### src/rtl/normalizer_pkg.sv
// -----------------------------------------------------------------------------
// normalizer_pkg
//
// Shared definitions for the iterative left-normalizer.
//   - DEFAULT_N : default data width (also the width of the shift count).
//   - state_t   : 2-bit state encoding for the normalizer FSM
//                 (IDLE = reset state, SHIFT = normalizing, DONE = result valid).
// -----------------------------------------------------------------------------
package normalizer_pkg;

  localparam int DEFAULT_N = 8;

  localparam logic [1:0] STATE_IDLE  = 2'd0;
  localparam logic [1:0] STATE_SHIFT = 2'd1;
  localparam logic [1:0] STATE_DONE  = 2'd2;

  typedef enum logic [1:0] {
    ST_IDLE  = STATE_IDLE,
    ST_SHIFT = STATE_SHIFT,
    ST_DONE  = STATE_DONE
  } state_t;

endpackage : normalizer_pkg

### src/rtl/normalizer_adder.sv
// -----------------------------------------------------------------------------
// normalizer_adder
//
// Plain W-bit ripple adder with carry in/out, the datapath's general-purpose
// adder. The normalizer uses it to step its shift count by one.
//
// Ports:
//   a    [W-1:0] in   first addend
//   b    [W-1:0] in   second addend
//   cin          in   carry in
//   sum  [W-1:0] out  a + b + cin (low W bits)
//   cout         out  carry out of the top bit
// -----------------------------------------------------------------------------
module normalizer_adder #(
  parameter int W = 8
) (
  input  logic [W-1:0] a,
  input  logic [W-1:0] b,
  input  logic         cin,
  output logic [W-1:0] sum,
  output logic         cout
);

  logic [W:0] full_sum;

  // Extend everything to W+1 bits so the carry lands in the top bit.
  assign full_sum = {1'b0, a} + {1'b0, b} + {{W{1'b0}}, cin};
  assign sum      = full_sum[W-1:0];
  assign cout     = full_sum[W];

endmodule : normalizer_adder

### src/rtl/normalizer.sv
// -----------------------------------------------------------------------------
// normalizer
//
// Iterative left-normalizer. A value loaded with i_start is shifted left one
// bit per clock until its MSB is 1; the number of shifts taken (the
// leading-zero count) is reported alongside the normalized value. A zero input
// finishes after one cycle with o_zero set. Companion of the iterative shifter:
// same start/finished handshake, so a controller drives both identically.
//
// Handshake: i_start is sampled on every rising edge and is accepted in IDLE
// or DONE (i_value is captured on that same edge). o_busy is high while the
// block is working, o_finished is high from completion until the next
// accepted start or reset; the two are never high together. There is no
// back-pressure: a result is simply held until replaced.
//
// Build option:
//   NORMALIZER_RESTART_EN  when defined, i_start sampled high during SHIFT
//                          aborts the operation and reloads i_value; when
//                          undefined, i_start during SHIFT is ignored.
//
// Parameters:
//   N           data width and count width (N >= 2)
//
// Ports:
//   i_clock            in   clock, all state changes on rising edge
//   i_reset            in   synchronous active-high reset (wins over i_start)
//   i_start            in   load i_value and begin normalizing
//   i_value   [N-1:0]  in   value to normalize
//   o_busy             out  high while in SHIFT
//   o_finished         out  high while in DONE
//   o_value   [N-1:0]  out  normalized value (MSB set unless zero)
//   o_count   [N-1:0]  out  number of left shifts performed, 0..N-1
//   o_zero             out  high in DONE when the loaded value was 0
//   o_state   [1:0]    out  current FSM state (debug visibility)
//
// All outputs are registered; no combinational input-to-output path.
// -----------------------------------------------------------------------------
module normalizer
  import normalizer_pkg::*;
#(
  parameter int N = DEFAULT_N
) (
  input  logic         i_clock,
  input  logic         i_reset,
  input  logic         i_start,
  input  logic [N-1:0] i_value,
  output logic         o_busy,
  output logic         o_finished,
  output logic [N-1:0] o_value,
  output logic [N-1:0] o_count,
  output logic         o_zero,
  output logic [1:0]   o_state
);

  state_t       state;
  logic [N-1:0] work;       // value being shifted
  logic [N-1:0] count;      // shifts performed so far
  logic [N-1:0] count_inc;  // count + 1
  logic         unused_carry;
  logic         restart;    // start accepted while already in SHIFT

  // Count never exceeds N-1 for a nonzero input, so the carry is never set
  // and no wrap handling is needed.
  normalizer_adder #(
    .W (N)
  ) u_count_adder (
    .a    (count),
    .b    (N'(1)),
    .cin  (1'b0),
    .sum  (count_inc),
    .cout (unused_carry)
  );

`ifdef NORMALIZER_RESTART_EN
  assign restart = i_start;
`else
  assign restart = 1'b0;
`endif

  assign o_state = state;

  always_ff @(posedge i_clock) begin
    if (i_reset) begin
      state      <= ST_IDLE;
      work       <= '0;
      count      <= '0;
      o_busy     <= 1'b0;
      o_finished <= 1'b0;
      o_value    <= '0;
      o_count    <= '0;
      o_zero     <= 1'b0;
    end else begin
      case (state)
        ST_IDLE, ST_DONE: begin
          // DONE without a start holds the previous result untouched.
          if (i_start) begin
            state      <= ST_SHIFT;
            work       <= i_value;
            count      <= '0;
            o_zero     <= 1'b0;
            o_busy     <= 1'b1;
            o_finished <= 1'b0;
          end
        end

        ST_SHIFT: begin
          if (restart) begin
            // Abort and reload; latency counts again from this edge.
            work  <= i_value;
            count <= '0;
          end else if (work == '0) begin
            // Zero never acquires a leading one; report it without shifting.
            state      <= ST_DONE;
            o_zero     <= 1'b1;
            o_value    <= '0;
            o_count    <= '0;
            o_busy     <= 1'b0;
            o_finished <= 1'b1;
          end else if (work[N-1]) begin
            state      <= ST_DONE;
            o_value    <= work;
            o_count    <= count;
            o_busy     <= 1'b0;
            o_finished <= 1'b1;
          end else begin
            work  <= {work[N-2:0], 1'b0};
            count <= count_inc;
          end
        end

        default: begin
          state      <= ST_IDLE;
          o_busy     <= 1'b0;
          o_finished <= 1'b0;
        end
      endcase
    end
  end

endmodule : normalizer

### config.mk
export PLATFORM = sky130hd
export DESIGN_NAME = normalizer
export DESIGN_NICKNAME = d
export VERILOG_FILES = /design/src/rtl/normalizer_pkg.sv /design/src/rtl/normalizer_adder.sv /design/src/rtl/normalizer.sv
export SDC_FILE = /design/constraint.sdc
export NUM_CORES = 1
export LEC_CHECK = 0
export CORE_MARGIN = 3
export CORE_UTILIZATION = 50
export CTS_CLUSTER_DIAMETER = 80
export DETAILED_ROUTE_END_ITERATION = 6
export GPL_ROUTABILITY_DRIVEN = 0
export PLACE_DENSITY = 0.85
export SKIP_LAST_GASP = 1
export SYNTH_ARGS = -nofsm -noshare
export SYNTH_HDL_FRONTEND = slang
export SYNTH_SLANG_ARGS = --single-unit
### constraint.sdc
create_clock -name i_clock -period 2.3 [get_ports i_clock]
set_input_delay 0.23 -clock i_clock [delete_from_list [all_inputs] [get_ports i_clock]]
set_output_delay 0.23 -clock i_clock [all_outputs]
set_load 0.05 [all_outputs]
==> reports/qor.csv, run 1 <==
metric,value,unit
Synth cell types,39,
"FFs w/ async S/R, synth",0,%
final number of hold-violating endpoints,0,
GRT Util Overall,20.44,%
Starting Density,55.02,%
total wire length,3.710,mm
syn_area_per_cell,9.202,um^2
Max Clock Skew,0.008220,ns
post-CTS resize count,0,
"EDFF count, synth",0,
Synth Cell Area,0.001583,mm^2
Synth Area in XOR/XNOR,0,%
Setup Total Neg Slack,0,ns
pre-CTS setup slack,0.4888,ns
clock-pin slew on the worst setup and hold paths,0.12,ns
CTS tree,built,
number of synthesized register bits,36,
Crit-path slowest cell,clkdlybuf4s50_1,
Peak VDD IR,0.5136,mV
vias in the first global route,1451,
pin count of the biggest net entering global routing,24,
largest family of logic cells by synthesized area,simple AND/OR/NAND/NOR gates,
Port Buf Inserts,31,
Final period util,81.41,%
register area share after synthesis,45.53,%
ANT cells,0,
layout cells sized above 1,9.901,%
FP Rows,19,
worst path required time,2.07,ns
Final ANT Viol Nets,0,
Post-DP HPWL,2.615,mm
Chip Width,62.27,um
DR vias,1412,
CTS Root Cell,clkbuf_4,
CP max stage delay,0.84,ns
grt ovf,0,
Syn Inst Count,172,
yosys warns,0,
Leak Pwr,0.6673,nW
Simple-Gate Fraction of Synth Area,25.61,%
crit start category,flop,
first-pass GRT wire length,6.492,mm
Compound-Gate Fraction of Synth Area,23.08,%
Least-Margin Pin Slew,0.6482,ns
routed len/inst,15.20,um
first-pass iteration count of the detailed router,4,
Max Root-Sink Buffers,2,
critical path class,reg -> out,
Worst setup EP type,primary output,
cts hold-fix bufs,0,
Core Region,0.002877,mm^2
Area Growth Syn to Fin,26.80,%
CP arrival,1.64,ns
Post-route DRC,0,
die area,0.003877,mm^2
RSZ-0062 raised after global routing,false,
Worst Path Max Fanout,8,
Max Slew Vio Count,0,
clk sinks,36,
max_cap viols,0,
Power Density,703.8,mW/mm^2
Fmax achieved,0.5341,GHz
syn_nets,184,
"delay-heaviest family, CP",buffers and inverters,
Slew HR,56.79,%
die height,62.27,um
Final min period,1.872,ns
final setup fails,0,
Post-Synth Adder-Cell Area,0.7905,%
filler cell count,232,
post-CTS setup buffer count,0,
mux cell area share after synthesis,0.7115,%
CP cell instances,clkdlybuf4s50_1,
buffers and inverters on the worst path,1,
initial antenna violation count,0,
final setup margin,0.4275,ns
status,completed,
Final #Nets,213,
main flop type after synthesis,dfxtp_1,
H-Tree Depth,2,
Min-Delay Path Class,reg -> reg,
initial drt markers,59,
Vias/cell,5.787,
worst-skew pair later-pin latency,0.35,ns
CTS Buf Count,5,
Boundary Pins,32,
[cell type report]
type | count | area (um^2) | share of cell area, %
Inverter | 1 | 3.754 | 0.1870
Sequential cell | 36 | 720.7 | 35.91
Multi-Input combinational cell | 120 | 794.5 | 39.59
Clock inverter | 3 | 42.54 | 2.120
Tap cell | 42 | 52.55 | 2.618
Clock buffer | 5 | 37.54 | 1.870
Timing Repair Buffer | 37 | 355.3 | 17.71
[registers in the layout, indices dropped and copies added (netlist names)]
name	cells
o_finished	1
o_busy	1
o_zero	1
o_state	1
work	8
o_count	8
o_value	8
count	8
[cells in the final DEF, fill, tap and decap left out, types with 2 or more instances in the layout]
cell	n
a21o_1	2
a31oi_1	2
a211oi_1	7
nor3b_1	9
a22o_1	8
nand3b_1	3
buf_4	6
a21oi_1	20
nor4_4	2
nand2b_1	4
nand3_1	14
nand4b_1	3
nor3_1	7
nand2_1	3
o21ai_1	9
or4_1	2
dfxtp_1	36
clkdlybuf4s50_1	31
nor2_1	6
nor2b_1	2
clkbuf_4	5
[cell usage after synthesis (all sizes together), types with 2 or more instances]
library cell / count / area share, %
or4: 2 / 0.95
nand3: 14 / 4.4
nor3b: 10 / 5.1
nor2b: 2 / 0.79
nand3b: 3 / 1.4
a31oi: 2 / 0.79
clkbuf: 11 / 2.6
nand2b: 4 / 1.6
nand4b: 3 / 1.7
nor4: 2 / 2.7
nor2: 6 / 1.4
dfxtp: 36 / 46
buf: 4 / 1.4
nand2: 4 / 1.1
nor3: 7 / 2.2
a22o: 8 / 4.4
a21o: 2 / 0.95
a211oi: 7 / 3.3
a21oi: 20 / 6.3
o21ai: 9 / 2.8
[metal layers]
| metal | track usage (%) | vias to the layer above | wire length (um) |
|---|---|---|---|
| met5 | 0 | - | 0 |
| met4 | 10.47 | 0 | 61 |
| met3 | 5.766 | 7 | 195 |
| met2 | 33.06 | 39 | 1768 |
| met1 | 24.77 | 654 | 1685 |
| li1 | - | 712 | - |
[worst paths after layout]
| kind | from | endpoint | slack, ns | cells past startpoint |
|---|---|---|---|---|
| worst min register to register | o_value[7] | o_value[7] | 0.47 | 1 |
| worst min-delay path | o_value[7] | o_value[7] | 0.47 | 1 |
| worst max register to register | work[7] | count[7] | 0.48 | 4 |
| worst max-delay path | o_state[0] | o_state[0] | 0.43 | 1 |
[cell families after synthesis]
logic type,after synthesis
and+or+nand+nor,62
AOI/OAI and AO/OA,56
DFF,36
buffers and inverters,16
muxes,1
adders and majority gates,1
[metrics by stage]
stage	cells	area, um^2	hold slack, ns	util [%]	total power [mW]
after floorplan	172	1583	0.4007	-	0.8934
after global placement	236	1927	0.4330	66.99	0.9662
after detailed placement	236	1927	0.4425	66.99	0.9763
after CTS	244	2007	0.4700	69.77	1.414
after global routing	244	2007	0.5002	69.77	1.479
final	244	2007	0.4707	69.77	1.412
[where the power goes]
group / leakage (nW) / total, mW / switching [mW] / internal, mW
Clock: 0.0412 / 0.447 / 0.220 / 0.227
Sequential: 0.293 / 0.693 / 0.0411 / 0.652
Combinational: 0.333 / 0.272 / 0.168 / 0.104
Power figures use the tool's default switching activity.
==> inputs of run 2 (changes only) <==
Settings changed: CORE_UTILIZATION 50 to 45, PLACE_DENSITY 0.85 to 0.81.
Clock period 2.3 ns to 1.7 ns, I/O delays scaled along.
==> run 2 against run 1 <==
  * Clock skew is 0.0054 ns higher
  * Flip-flop and latch count did not move
  * Die area increased by 10%
  * Count of clock-buffer cells in the layout rose by 1
  * Final cell count is 3.3% higher
  * Critical path depth grew 4
  * Non-clock buffer count increased by 6
  * Register-to-register slack got worse by 0.43 ns
  * Sequential power rose by 35%
  * Largest cell class unchanged
  * Wire length up 6.3%
  * Clock power rose by 34%
==> reports/qor.csv, run 2 (synthesis gave the netlist of run 1 again) <==
metric,value,unit
status,completed,
Port Buf Inserts,31,
Power Density,930.9,mW/mm^2
worst r2r src,count[0],
global routing usage on met2,35.52,%
Max Slew Vio Count,0,
FP Rows,20,
Peak VDD IR,0.5556,mV
grt ovf,0,
Setup Total Neg Slack,0,ns
Final Power,1.944,mW
die area,0.004265,mm^2
routed len/inst,15.65,um
first-pass iteration count of the detailed router,4,
Post-route DRC,0,
Chip Width,65.31,um
met3 usage,6.325,%
max_cap viols,0,
Fmax achieved,0.6063,GHz
Post-DP HPWL,2.729,mm
Final ANT Viol Nets,0,
met1 Usage GRT,23.88,%
FF-to-FF setup slack,0.05,ns
R2R Path End,count[6],
final setup fails,0,
Final period util,97.03,%
CTS Root Cell,clkbuf_4,
hold slack,0.4329,ns
crit start category,flop,
first-pass GRT wire length,6.706,mm
Max Root-Sink Buffers,2,
worst-skew pair later-pin latency,0.35,ns
total wire length,3.945,mm
GRT Util Overall,20.31,%
CP arrival,1.91,ns
Core Region,0.003203,mm^2
Area Growth Syn to Fin,31.94,%
pre-CTS setup slack,0.01178,ns
initial drt markers,113,
vias in the first global route,1392,
clk sinks,36,
fin cells,252,
initial antenna violation count,0,
worst path required time,1.96,ns
Max Clock Skew,0.01360,ns
Min-Delay Path Class,in -> reg,
clock-pin slew on the worst setup and hold paths,0.11,ns
Final Cell Area,0.002088,mm^2
Hold Path Origin,i_value[0],
Least-Margin Pin Slew,0.5916,ns
Worst Hold Depth,3,
Final min period,1.649,ns
Final #Nets,219,
Boundary Pins,32,
filler cell count,288,
RSZ-0062 raised after global routing,true,
final setup margin,0.05053,ns
gr busiest metal,met2,
CTS tree,built,
Util after Layout,65.20,%
H-Tree Depth,2,
Vias/cell,5.766,
cts hold-fix bufs,0,
"Cell Area, Placed",0.001959,mm^2
Starting Density,49.41,%
CTS Buf Count,5,
Leak Pwr,1.008,nW
Worst Path Max Fanout,6,
Slew HR,60.39,%
final number of hold-violating endpoints,0,
"commonest non-fill, non-tap cell in the layout",dfxtp_1,
die height,65.31,um
Worst setup EP type,flop,
critical path class,reg -> reg,
ANT cells,0,
"commonest cells after routing, fill and taps aside","32 x dfxtp_1, 19 x a21oi_1, 16 x dlymetal6s2s_1, 16 x buf_4, 14 x nand3_1",
hold endpoint,work[0],
R2R cell count,5,
pin count of the biggest net entering global routing,24,
layout cells sized above 1,16.35,%
Post-Place Cells,243,
DR vias,1453,
run 2: cell count changes in the layout (fill, tap and decap cells not counted), sizes merged:
| cell | previous run | this run |
|---|---|---|
| clkbuf | 5 | 6 |
| dlymetal6s2s | 0 | 16 |
| dlygate4sd2 | 0 | 1 |
| buf | 6 | 16 |
| clkinvlp | 1 | 0 |
| clkdlybuf4s50 | 31 | 10 |
run 2: worst max-delay path by stage:
stage | startpoint | to | slack [ns] | cells after the start
5_1_grt | count[0] | count[6] | -0.06 | 5
4_1_cts | count[1] | count[6] | -0.007 | 5
6_report | count[0] | count[6] | 0.05 | 5
3_5_place_dp | count[0] | count[6] | 0.01 | 5
2_1_floorplan | o_state[0] | count[4] | 0.05 | 5
3_3_place_gp | count[0] | count[6] | 0.11 | 5
run 2: cell type report:
type	instances	area (um^2)	area share (%)
Sequential cell	36	725.7	34.75
Inverter	1	3.754	0.1797
Tap cell	44	55.05	2.636
Clock buffer	6	41.29	1.977
Multi-Input combinational cell	120	798.3	38.23
Clock inverter	2	35.03	1.678
Timing Repair Buffer	43	429.2	20.55
run 2: repair_timing:
action	in CTS	in global routing
pin swaps	0	1
resized for setup	2	18
buffers inserted	0	1
endpoints found under the setup margin	2	27
run 2: worst max-delay path, stage by stage, from the launching register on:
cell	delay (ns)
dfxtp_2	0.39
ha_1	0.19
nand3_1	0.10
or2_2	0.30
or4_1	0.40
o221ai_1	0.19
run 2: power breakdown:
group | internal [mW] | leakage, nW | switching [mW]
clock network | 0.308 | 0.0422 | 0.293
registers | 0.884 | 0.294 | 0.0506
logic | 0.164 | 0.672 | 0.244
total | 1.36 | 1.01 | 0.587
run 2: metal layers:
layer	vias to the layer above	routed length (um)
met5	-	0
met4	0	63
met3	8	263
met2	48	1988
met1	681	1631
li1	716	-
